File: config.mk
export PLATFORM = sky130hd
export DESIGN_NAME = stopwatch_ctrl
export DESIGN_NICKNAME = d
export VERILOG_FILES = /design/src/rtl/stopwatch_pkg.sv /design/src/rtl/button_debouncer.sv /design/src/rtl/stopwatch_ctrl.sv
export SDC_FILE = /design/constraint.sdc
export NUM_CORES = 1
export LEC_CHECK = 0
export ABC_AREA = 0
export CORE_ASPECT_RATIO = 1.25
export CORE_MARGIN = 4
export CORE_UTILIZATION = 40
export CTS_BUF_LIST = sky130_fd_sc_hd__clkbuf_16
export DETAILED_ROUTE_END_ITERATION = 12
export PLACE_DENSITY = 0.66
export SLEW_MARGIN = 10
export SYNTH_ARGS = -nofsm -noshare
export SYNTH_HDL_FRONTEND = slang
export SYNTH_HIERARCHICAL = 1
export SYNTH_SLANG_ARGS = --single-unit
File: constraint.sdc
create_clock -name clock -period 3.6 [get_ports clock]
set_input_delay 0.72 -clock clock [delete_from_list [all_inputs] [get_ports clock]]
set_output_delay 0.72 -clock clock [all_outputs]
set_load 0.005 [all_outputs]
File: src/rtl/stopwatch_pkg.sv
// ============================================================================
// Module      : stopwatch_pkg
// Description : Shared state encoding, BCD digit limits and time helpers.
// Revision    : 1.0
// ============================================================================
`default_nettype none

package stopwatch_pkg;

  localparam int DIGIT_W = 4;

  localparam logic [DIGIT_W-1:0] TENTHS_MAX = 4'd9;
  localparam logic [DIGIT_W-1:0] SEC_MAX    = 4'd9;
  localparam logic [DIGIT_W-1:0] TENS_MAX   = 4'd5;
  localparam logic [DIGIT_W-1:0] MIN_MAX    = 4'd9;

  typedef enum logic [1:0] {
    IDLE     = 2'd0,
    RUN      = 2'd1,
    LAP_HOLD = 2'd2,
    STOP     = 2'd3
  } sw_state_t;

  typedef struct packed {
    logic [DIGIT_W-1:0] min;
    logic [DIGIT_W-1:0] tens;
    logic [DIGIT_W-1:0] sec;
    logic [DIGIT_W-1:0] tenths;
  } sw_time_t;

  function automatic logic time_is_max(input sw_time_t t);
    return (t.min == MIN_MAX) && (t.tens == TENS_MAX) &&
           (t.sec == SEC_MAX) && (t.tenths == TENTHS_MAX);
  endfunction

  // Ripple-carry BCD increment; 9.59.9 rolls over to 0.00.0.
  function automatic sw_time_t time_inc(input sw_time_t t);
    sw_time_t n;
    n = t;
    if (t.tenths == TENTHS_MAX) begin
      n.tenths = '0;
      if (t.sec == SEC_MAX) begin
        n.sec = '0;
        if (t.tens == TENS_MAX) begin
          n.tens = '0;
          if (t.min == MIN_MAX) n.min = '0;
          else                  n.min = t.min + 4'd1;
        end else begin
          n.tens = t.tens + 4'd1;
        end
      end else begin
        n.sec = t.sec + 4'd1;
      end
    end else begin
      n.tenths = t.tenths + 4'd1;
    end
    return n;
  endfunction

endpackage

`default_nettype wire

File: src/rtl/button_debouncer.sv
// ============================================================================
// Module      : button_debouncer
// Description : 2-FF synchronizer, debounce counter and rising-edge press pulse.
// Revision    : 1.0
// ============================================================================
`default_nettype none

module button_debouncer #(
  parameter int DEBOUNCE_CYCLES = 1_000_000
) (
  input  logic clk,
  input  logic rst_n,
  input  logic i_btn,
  output logic o_press
);

  localparam int CNT_W = (DEBOUNCE_CYCLES > 1) ? $clog2(DEBOUNCE_CYCLES) : 1;
  localparam logic [CNT_W-1:0] CNT_LAST = CNT_W'(DEBOUNCE_CYCLES - 1);

  logic             r_sync1;
  logic             r_sync2;
  logic             r_level;
  logic             r_level_q;
  logic             r_armed;
  logic             r_press;
  logic [CNT_W-1:0] r_cnt;

  logic w_eff_level;
  logic w_diff;
  logic w_accept;

  // Until a stable low has been seen after reset the button is treated as
  // held, so a button pressed through reset never produces a press.
  assign w_eff_level = r_level | ~r_armed;
  assign w_diff      = r_sync2 ^ w_eff_level;
  assign w_accept    = w_diff && (r_cnt == CNT_LAST);

  always_ff @(posedge clk or negedge rst_n) begin
    if (!rst_n) begin
      r_sync1   <= 1'b1;
      r_sync2   <= 1'b1;
      r_level   <= 1'b0;
      r_level_q <= 1'b0;
      r_armed   <= 1'b0;
      r_press   <= 1'b0;
      r_cnt     <= '0;
    end else begin
      r_sync1 <= i_btn;
      r_sync2 <= r_sync1;

      if (!w_diff || w_accept) r_cnt <= '0;
      else                     r_cnt <= r_cnt + 1'b1;

      if (w_accept) begin
        if (r_armed) r_level <= r_sync2;
        else         r_armed <= 1'b1;
      end

      r_level_q <= r_level;
      r_press   <= r_level & ~r_level_q;
    end
  end

  assign o_press = r_press;

endmodule

`default_nettype wire

File: src/rtl/stopwatch_ctrl.sv
// ============================================================================
// Module      : stopwatch_ctrl
// Description : Stopwatch sequencer: 0.1 s timebase, BCD M.SS.T counter, lap FSM.
// Revision    : 1.0
// ============================================================================
`default_nettype none

module stopwatch_ctrl
  import stopwatch_pkg::*;
#(
  parameter int TICK_DIV        = 10_000_000,
  parameter int DEBOUNCE_CYCLES = 1_000_000
) (
  input  logic               clock,
  input  logic               reset_n,
  input  logic               btn_start,
  input  logic               btn_lap,
  input  logic               btn_clear,
  output logic [DIGIT_W-1:0] hex3,
  output logic [DIGIT_W-1:0] hex2,
  output logic [DIGIT_W-1:0] hex1,
  output logic [DIGIT_W-1:0] hex0,
  output logic               running,
  output logic               lap_active,
  output logic               overflow
);

  localparam int PRE_W = (TICK_DIV > 1) ? $clog2(TICK_DIV) : 1;
  localparam logic [PRE_W-1:0] PRE_LAST = PRE_W'(TICK_DIV - 1);

  sw_state_t        r_state;
  logic [PRE_W-1:0] r_presc;
  sw_time_t         r_time;
  sw_time_t         r_snap;
  sw_time_t         r_hex;
  logic             r_running;
  logic             r_lap_active;
  logic             r_overflow;

  logic     w_p_start;
  logic     w_p_lap;
  logic     w_p_clear;
  logic     w_start;
  logic     w_lap;
  logic     w_clear;
  logic     w_counting;
  logic     w_tick;
  logic     w_wrap;
  logic     w_enter_lap;
  logic     w_hold_nxt;
  logic     w_run_nxt;
  logic     w_do_clear;
  sw_time_t w_time_live;
  sw_time_t w_live_nxt;
  sw_time_t w_snap_nxt;

  button_debouncer #(.DEBOUNCE_CYCLES(DEBOUNCE_CYCLES)) u_db_start (
    .clk(clock), .rst_n(reset_n), .i_btn(btn_start), .o_press(w_p_start)
  );
  button_debouncer #(.DEBOUNCE_CYCLES(DEBOUNCE_CYCLES)) u_db_lap (
    .clk(clock), .rst_n(reset_n), .i_btn(btn_lap), .o_press(w_p_lap)
  );
  button_debouncer #(.DEBOUNCE_CYCLES(DEBOUNCE_CYCLES)) u_db_clear (
    .clk(clock), .rst_n(reset_n), .i_btn(btn_clear), .o_press(w_p_clear)
  );

  // Same-cycle presses resolve clear > start > lap.
  assign w_clear = w_p_clear;
  assign w_start = w_p_start & ~w_p_clear;
  assign w_lap   = w_p_lap & ~w_p_start & ~w_p_clear;

  assign w_counting  = (r_state == RUN) || (r_state == LAP_HOLD);
  assign w_tick      = w_counting && (r_presc == PRE_LAST);
  assign w_wrap      = w_tick && time_is_max(r_time);
  assign w_time_live = w_tick ? time_inc(r_time) : r_time;

  // Next-state summaries so the display registers land with the state change.
  assign w_enter_lap = (r_state == RUN) && !w_start && w_lap;
  assign w_hold_nxt  = w_enter_lap || ((r_state == LAP_HOLD) && !w_start && !w_lap);
  assign w_run_nxt   = ((r_state == IDLE)     &&  w_start) ||
                       ((r_state == RUN)      && !w_start) ||
                       ((r_state == LAP_HOLD) && !w_start) ||
                       ((r_state == STOP)     &&  w_start);
  assign w_do_clear  = (r_state == STOP) && !w_start && w_clear;
  assign w_live_nxt  = w_do_clear ? sw_time_t'('0) : w_time_live;
  assign w_snap_nxt  = w_enter_lap ? w_time_live : r_snap;

  always_ff @(posedge clock or negedge reset_n) begin
    if (!reset_n) begin
      r_state      <= IDLE;
      r_presc      <= '0;
      r_time       <= '0;
      r_snap       <= '0;
      r_hex        <= '0;
      r_running    <= 1'b0;
      r_lap_active <= 1'b0;
      r_overflow   <= 1'b0;
    end else begin
      case (r_state)
        IDLE: begin
          if (w_start) r_state <= RUN;
        end
        RUN: begin
          if (w_start)    r_state <= STOP;
          else if (w_lap) r_state <= LAP_HOLD;
        end
        LAP_HOLD: begin
          if (w_start)    r_state <= STOP;
          else if (w_lap) r_state <= RUN;
        end
        STOP: begin
          if (w_start)      r_state <= RUN;
          else if (w_clear) r_state <= IDLE;
        end
        default: r_state <= IDLE;
      endcase

      if (w_do_clear || w_tick) r_presc <= '0;
      else if (w_counting)      r_presc <= r_presc + 1'b1;

      r_time       <= w_live_nxt;
      r_snap       <= w_snap_nxt;
      r_overflow   <= w_do_clear ? 1'b0 : (r_overflow | w_wrap);
      r_running    <= w_run_nxt;
      r_lap_active <= w_hold_nxt;
      r_hex        <= w_hold_nxt ? w_snap_nxt : w_live_nxt;
    end
  end

  assign hex3       = r_hex.min;
  assign hex2       = r_hex.tens;
  assign hex1       = r_hex.sec;
  assign hex0       = r_hex.tenths;
  assign running    = r_running;
  assign lap_active = r_lap_active;
  assign overflow   = r_overflow;

endmodule

`default_nettype wire
After elaboration in Yosys (flattened, before gate mapping)
Index checks and enable logic that the tools add are counted.

Flip-flop bits (word level): 155. Bits of input ports: 5. Output and inout bits: 19. Word-level logic and storage cells: 143.

Add/subtract/negate cells: 8. Equality and inequality tests: 15. Multiplexer cells: 25. Bitwise logic cells: 21. Reduce and logical (&&, ||, !) cells: 36.

Operator list (number): $mux W16 (4); $add A20 B1 Y20 const B (3); $eq A20 B20 Y1 const B (3); $mux W20 (3); $mux W24 (2); $add A24 B1 Y24 const B (1); $eq A24 B24 Y1 const B (1); $mux W4 (5); $add A4 B1 Y4 const B (4); $logic_and A1 B1 Y1 (16); $mux W2 (7); $eq A4 B4 Y1 const B (3); $mux W12 (1); $logic_or A1 B1 Y1 (9); $mux W8 (1); $not A1 Y1 (8); $pmux W2 S4 (1); $and A1 B1 Y1 (6); $ne A3 B3 Y1 const B (2); $reduce_and A2 Y1 (3); $logic_not A1 Y1 (5); $eq A2 B2 Y1 const B (2); $eq A4 B3 Y1 const B (1); $or A1 B1 Y1 (4); other kinds (8) (10).

Depth between registers and ports, before layout
Gate-level depths: netlist of the first run.

Depth after elaboration: 8. Depth in mapped cells: 9. Mapped depth without buffers: 7.

Cells and area by module
The synthesis of the first run kept the hierarchy.

Modules (own cells, without submodules): stopwatch_ctrl (times used 1, cells an instance 407, area an instance 3822.4 um2, seq. area each 1926.8 um2); button_debouncer at u_db_clear ... (times used 2, cells an instance 122, area an instance 1257.5 um2, seq. area each 653.1 um2); button_debouncer at u_db_start (times used 1, cells an instance 117, area an instance 1248.7 um2, seq. area each 653.1 um2).

Worst setup path after synthesis of the first run
OpenSTA, ideal clock, no wires.

Path type: register -> register. Start point: reg r_state[0]. End point: reg r_snap[7] in the netlist's numbering. Setup time: 0.137 ns. Arrival time: 2.432 ns. Required time: 3.463 ns. Path slack: 1.031 ns. Cell stages (with the launch flop): 9. Buffers on the path: 1. Clock period less this slack: 2.569 ns. Path through: dfrtp_1 inv_1 ha_1 clkbuf_1 nand3_1 or4_4 or4_4 a221oi_2 a21oi_1.

RTL lines: from (decl) (line stopwatch_ctrl.sv:31) `sw_state_t r_state;`; from (signal assigned) (line stopwatch_ctrl.sv:90) `r_state <= IDLE;`; from (signal assigned) (line stopwatch_ctrl.sv:101) `if (w_start) r_state <= RUN;`; from (signal assigned) (line stopwatch_ctrl.sv:104) `if (w_start) r_state <= STOP;`; to (signal assigned) (line stopwatch_ctrl.sv:122) `r_snap <= w_snap_nxt;`; to (decl) (line stopwatch_ctrl.sv:34) `sw_time_t r_snap;`.

==> impl_results.md, run 1 <==
- Status: finished, final reports clean
- Comb pwr share: 0.019
- Slew of the pin with the lowest slew margin: ~800 ps
- Worst Clk Skew: 6.979 ps
- PnR worst setup slack: a little over 700 ps
- Residual DRC: 0
- Site Rows: 56
- Avg Synthesized Cell Area: 9.878 um2
- Number of distinct library cells after synthesis: 64
- Netlist area before placement: 7586 um2
- First-pass DRT Iterations: 5
- Clock power frac: 0.501
- Post-DP HPWL: 9366 um
- CP Max Fanout: 14
- Root Driver: clkbuf_16
- Synth Flop Type: dfrtp_1
- Leading post-synthesis cells by cell area: dfrtp_1 49%, nor2_1 5.4%, xor2_1 4.3%
- Seq/Total Area, Yosys: 0.5123
- Post-synth top area share: 0.4915
- DR WL/cell: 13.84 um
- Critical Path Max Stage Delay: 650 ps
- Pre-CTS WS: between 700 and 800 ps
- Sw Pwr: approximately 0.81 mW
- Iteration-0 DRC Markers: 260
- Largest net degree at the start of global routing: 88
- Non-Filler Instances: 1030
- Setup TNS: 0 ps
- Delay-heaviest family, CP: simple AND/OR/NAND/NOR gates
- Setup crit start kind: flop
- Hold Fails Final Rpt: 0
- Min cycle time layout: 2891 ps
- PostCTS Resize Cnt: 0
- Routed Wire Length: 14260 um
- Die Footprint: roughly 21000 um2
- Slew HR: 0.4780
- FFs w/ async S/R, synth: 1.000
- Max-Cap Viols: 0
- Crit Path Class: flop to flop
- Number of CTS-inserted buffers: 17
- Post-Syn Nets: 781
- Critical Path End Type: flop
- Ratio of total power to cell area: around 430 nW/um2
- GR peak layer: met2
- Vias per Instance: 5.344
- Fillers: 1765
- Reg clk slew, reported paths: 60 ps
- Total GRT Usage: 0.1438
- Sink Count: 155
- Peak supply drop: 328.0 uV
- Seq pwr share: 0.479
- Seq cells post-synth: 155
- Slowest-stage cell, CP: nor4_4
- Fmax: approximately 350 MHz
- Grt ovf: 0
- Postcts setup bufs: 0
- Internal power: 2.878 mW
- Die Ht: 162.0 um
- Crit-path cells: inv_1 > ha_1 > nand3_1 > or4_4 > nor4_4 > mux2i_1 > a21oi_1
- M2 GR Usage: 0.2483
- I/O pin total: 24
- Core ar.: 18710 um2
- Crit path DAT: 3180 ps
- Sw frac: 0.2199
- Clk_lat worst skew: 430 ps
- Initial antenna violation count: 0
- Vias in the first global route: between 5000 and 6000
- Antenna diodes: 0
- Leak: 3.724 nW
- Global routing usage on met3: 0.03005
- H-tree depth: 4
- P&R area growth vs syn: 13.89%
- RePlAce Congestion: between 0.8 and 0.9
- Design area: approximately 8600 um2
- Post-synth top area cell: dfrtp_1
- Synth warn: 6
- Inst Count DP: 998
- Cts-stage hold buffer count: 0
- Synthesized instance count: between 700 and 800
- First-pass GRT wire length: 25450 um
- Final core occ: 0.4618
- Starting Density: 0.4055
- Die W: 131.2 um
- Max Buffers Root-to-Sink: 2
- Final nets: 798
- Worst hold path class: primary input to async pin
- Buf/Inv on CP: 1
- Fin. max-slew vios: 0
- Met1 usage: 0.1766
- CP required: 3890 ps
- Via count: 5504
- CTS tree: built
- I/O Buffers: 23
- Final setup viols: 0
- RSZ-0062 raised after global routing: no
- Post-DRT Antenna Nets: 0
- Share of cells above drive strength 1: 0.1003
- DP Area: ~8000 um2
- Fin crit share: 0.8031
- Post-synth EDFFs: 0
state kept, by name, summed over array words and instances (netlist names), 2 cells and up:
name / cells
u_db_lap/r_cnt: 20
r_state: 2
r_snap: 16
r_presc: 24
hex2: 4
hex0: 4
u_db_start/r_cnt: 20
u_db_clear/r_cnt: 20
r_time: 16
hex3: 4
hex1: 4
power groups by stage:
stage          combinational, mW  clock, mW  sequential (mW)
4_1_cts                   0.0765       1.88             1.77
3_3_place_gp              0.0756          0             1.80
6_report                  0.0718       1.85             1.77
5_1_grt                   0.0875       1.97             1.77
3_5_place_dp              0.0767          0             1.80
2_1_floorplan             0.0270          0             1.80
placed cells by master (no fill, tap or decap), types with 4 or more instances in the layout:
master           synthesis  routed
dfrtp_1                149     149
nor2_1                 110     110
nand2_1                 63      63
a21oi_1                 41      41
nand3_1                 38      38
xor2_1                  37      37
o21ai_0                 33      32
xnor2_1                 32      32
nand4_1                 25      25
clkdlybuf4s50_1          0      22
clkbuf_16                0      17
nor3_1                  16      16
and3_1                  16      16
inv_1                   15      15
or3_1                   13      13
nor2b_1                 11      11
nor4_1                  11      11
nand4b_1                10      10
buf_4                    3      10
and2_1                   8       8
and4_1                   8       8
ha_1                     8       8
mux2i_1                  7       7
o31ai_1                  7       7
dfstp_2                  6       6
mux2_2                   4       4
or2_2                    4       4
o21ai_1                  3       4
clkinv_4                 0       4
and4_2                   4       4
stage by stage:
stage	total power, mW	hold WS [ps]
after global routing	3.827	365.3
final	3.689	346.2
after CTS	3.730	357.3
after global placement	1.876	347.4
after detailed placement	1.878	347.5
after floorplan	1.825	345.2
final timing paths:
check,start,to,slack [ps],cells after the start
min,reset_n,overflow,350,1
min in group clock,u_db_start/r_sync1,u_db_start/r_sync2,360,0
min reg2reg,u_db_start/r_sync1,u_db_start/r_sync2,360,0
max,r_state[1],r_snap[13],710,7
max reg2reg,r_state[1],r_snap[13],710,7
max in group asynchronous,reset_n,r_presc[8],2430,2
cells in the mapped netlist, drive strengths merged, types with 3 or more instances:
cell,n
dfrtp,149
o21ai,36
nand4,29
nor4b,3
mux2i,7
xor2,37
a21oi,41
xnor2,32
o211ai,3
and3b,3
or4,4
dfstp,6
mux2,5
a211oi,3
and3,17
nand3,38
inv,15
nor4bb,4
and4,12
and2,9
clkbuf,20
or2,4
nand2,63
nor3,17
or3,13
buf,16
nor2b,11
nand4b,10
nor4,14
ha,8
o31ai,7
nor2,110
layer usage:
metal / vias up / part of all wire / wire length, um
met3: 17 / 0.028 / 400
met1: 2692 / 0.45 / 6388
li1: 2725 / - / -
met5: - / 0 / 0
met2: 70 / 0.51 / 7199
met4: 0 / 0.019 / 267
worst register-to-register path, stage by stage, from the launching register on:
cell	delay, ps
dfrtp_1	420
inv_1	90
ha_1	420
nand3_1	170
or4_4	560
nor4_4	660
mux2i_1	340
a21oi_1	100
area by class of cell:
type                       count  area, um2  share of cell area
clock buffer                  17      425.4             0.04924
clock inverter                15      190.2             0.02201
timing repair buffer          34      326.6             0.03780
inverter                      15      56.30            0.006517
multi-input combinational    562       3465              0.4010
sequential                   155       3886              0.4498
tap                          232      290.3             0.03360
cell families after synthesis:
family	synth area share
DFF	0.5123
buffers and inverters	0.03299
and+or+nand+nor	0.2654
AOI/OAI and AO/OA	0.07983
muxes	0.01666
adders and majority gates	0.01320
xor gates and xnor gates	0.07966
(Power assumes the default switching activity.)
==> run 2: changes to the inputs <==
- PLACE_DENSITY: 0.66 -> 0.68
- clock period: 3.6 -> 2.6 ns (I/O delays scaled with it)
==> run 2 against run 1 <==
Critical path depth down 2. Global-route usage down 0.23 points. Fmax up 17%. Combinational power up 43%. Non-clock buffer count up 14. Largest cell class unchanged. Largest power group unchanged.
==> impl_results.md, run 2 (synthesis results as in run 1) <==
- Residual DRC: 0 (unchanged)
- Seq pwr share: 0.486 (was 0.479)
- Crit path DAT: 2770 ps (was 3180 ps)
- Slew of the pin with the lowest slew margin: 956.4 ps (was 783.0 ps)
- Root Driver: clkbuf_16 (unchanged)
- Fmax: 404.6 MHz (was 345.9 MHz)
- RSZ-0062 raised after global routing: no (unchanged)
- Worst Clk Skew: 9.127 ps (was 6.979 ps)
- Post-DRT Antenna Nets: 0 (unchanged)
- Non-Filler Instances: 1044 (was 1030)
- CP required: 2900 ps (was 3890 ps)
- Clock power frac: 0.493 (was 0.501)
- Max Buffers Root-to-Sink: 2 (unchanged)
- Sw Pwr: 1.071 mW (was 0.8112 mW)
- Vias in the first global route: 5299 (was 5359)
- Tot Pwr: 5.039 mW (was 3.689 mW)
- Register bank with the most flops: r_presc (unchanged)
- Starting Density: 0.4055 (unchanged)
- Vias per Instance: 5.258 (was 5.344)
- I/O pin total: 24 (unchanged)
- Total GRT Usage: 0.1416 (was 0.1438)
- Iteration-0 DRC Markers: 295 (was 260)
- Crit Path Class: flop to flop (unchanged)
- H-tree depth: 4 (unchanged)
- Die Footprint: 21250 um2 (unchanged)
- Status: finished, final reports clean (unchanged)
- Leak: 3.803 nW (was 3.724 nW)
- Share of cells above drive strength 1: 0.1195 (was 0.1003)
- Final hold slack: 108.1 ps (was 346.2 ps)
- Reg clk slew, reported paths: 60 ps (about the same)
- First-pass GRT wire length: 25180 um (was 25450 um)
- Min cycle time layout: 2471 ps (was 2891 ps)
- Site Rows: 56 (unchanged)
- Ratio of total power to cell area: 573.6 nW/um2 (was 427.0 nW/um2)
- Inst Count DP: 1011 (was 998)
- Slew HR: 0.3565 (was 0.4780)
- Sink Count: 155 (unchanged)
- CP Max Fanout: 8 (was 14)
- Grt ovf: 0 (unchanged)
- Max-Cap Viols: 0 (unchanged)
- Largest register FFs: 24 (unchanged)
- Core ar.: 18710 um2 (unchanged)
- RePlAce Congestion: 0.7958 (was 0.8007)
- CTS tree: built (unchanged)
- Most common cell after layout, fill and taps aside: dfrtp_1 (unchanged)
- Commonest non-fill, non-tap cells in the layout: 149 x dfrtp_1, 110 x nor2_1, 63 x nand2_1 (unchanged)
- Cts-stage hold buffer count: 0 (unchanged)
- Setup TNS: 0 ps (unchanged)
- Final setup viols: 0 (unchanged)
- I/O Buffers: 23 (unchanged)
- Internal power: 3.968 mW (was 2.878 mW)
- Sw frac: 0.2125 (was 0.2199)
- Peak supply drop: 456.3 uV (was 328.0 uV)
- Fin. max-slew vios: 0 (unchanged)
- Hold Fails Final Rpt: 0 (unchanged)
- DP Area: 8147 um2 (was 8024 um2)
- Clk_lat worst skew: 420 ps (was 430 ps)
- Antenna diodes: 0 (unchanged)
- Post-DP HPWL: 9464 um (was 9366 um)
- DR WL/cell: 13.58 um (was 13.84 um)
- Routed Wire Length: 14180 um (was 14260 um)
- Final nets: 812 (was 798)
- Setup crit start kind: flop (unchanged)
- Worst hold path class: primary input to async pin (unchanged)
- Fin crit share: 0.9505 (was 0.8031)
- First-pass DRT Iterations: 4 (was 5)
- Largest net degree at the start of global routing: 70 (was 88)
- Die Ht: 162.0 um (unchanged)
- P&R area growth vs syn: 15.82% (was 13.89%)
- Critical Path End Type: flop (unchanged)
- Number of CTS-inserted buffers: 17 (unchanged)
- Initial antenna violation count: 0 (unchanged)
- Via count: 5489 (was 5504)
- Comb pwr share: 0.020 (was 0.019)
- Design area: 8786 um2 (was 8640 um2)
- Die W: 131.2 um (unchanged)
-- run 2: cell count changes in the layout (fill, tap and decap cells not counted), moves of 2 or more --
cell	change
buf_12	+2
buf_4	+12
clkinvlp_4	-2
clkinv_2	+3
inv_6	-2
-- run 2: power groups by stage --
stage | clock (mW) | sequential [mW] | combinational [mW]
2_1_floorplan | 0 | 2.49 | 0.0374
3_3_place_gp | 0 | 2.49 | 0.108
3_5_place_dp | 0 | 2.49 | 0.109
4_1_cts | 2.56 | 2.45 | 0.109
5_1_grt | 2.67 | 2.45 | 0.124
6_report | 2.49 | 2.45 | 0.103
-- run 2: routing by layer --
layer	wire, um	vias to the layer above	GRT usage
met5	0	-	0
met4	175	0	0.05731
met3	360	11	0.02850
met2	6996	77	0.2399
met1	6646	2641	0.1788
li1	-	2760	-
-- run 2: path summary, 6_finish.rpt --
kind                                        from              endpoint  slack (ps)  cells after the start
max in group asynchronous                reset_n      u_db_lap/r_sync1        1770                      2
worst min register to register  u_db_lap/r_sync1      u_db_lap/r_sync2         350                      0
min in group clock              u_db_lap/r_sync1      u_db_lap/r_sync2         350                      0
worst min-delay path                     reset_n  u_db_clear/r_cnt[18]         110                      1
worst max-delay path                 r_presc[13]             r_snap[7]         130                      5
worst max register to register       r_presc[13]             r_snap[7]         130                      5
-- run 2: per-stage QoR --
step                setup WS (ps)  utilization
floorplan                   30.84            -
global route                22.88       0.4696
CTS                        0.6712       0.4675
detailed placement          24.20       0.4355
global placement            81.88       0.4355
finish                      128.7       0.4696
-- run 2: repair_timing --
item | 4_1_cts | 5_1_grt
resized for setup | 0 | 5
setup endpoints to repair | 0 | 10
setup buffers | 0 | 1
endpoints found under the hold margin | 0 | 0
-- run 2: cell type report --
class	count	area (um2)
multi-input cells	562	3497
inverters	15	56.30
fillers	1722	9922
well taps	232	290.3
flip-flops and latches	155	3886
repair buffers	48	456.7
clock inverters	15	173.9
clock buffers	17	425.4
-- run 2: worst max-delay path, cell delays in order, from the launching register on --
cell      delay [ps]
dfrtp_1          420
or4b_1           510
or4_4            510
or4_4            520
a221oi_4         320
a21oi_2           80
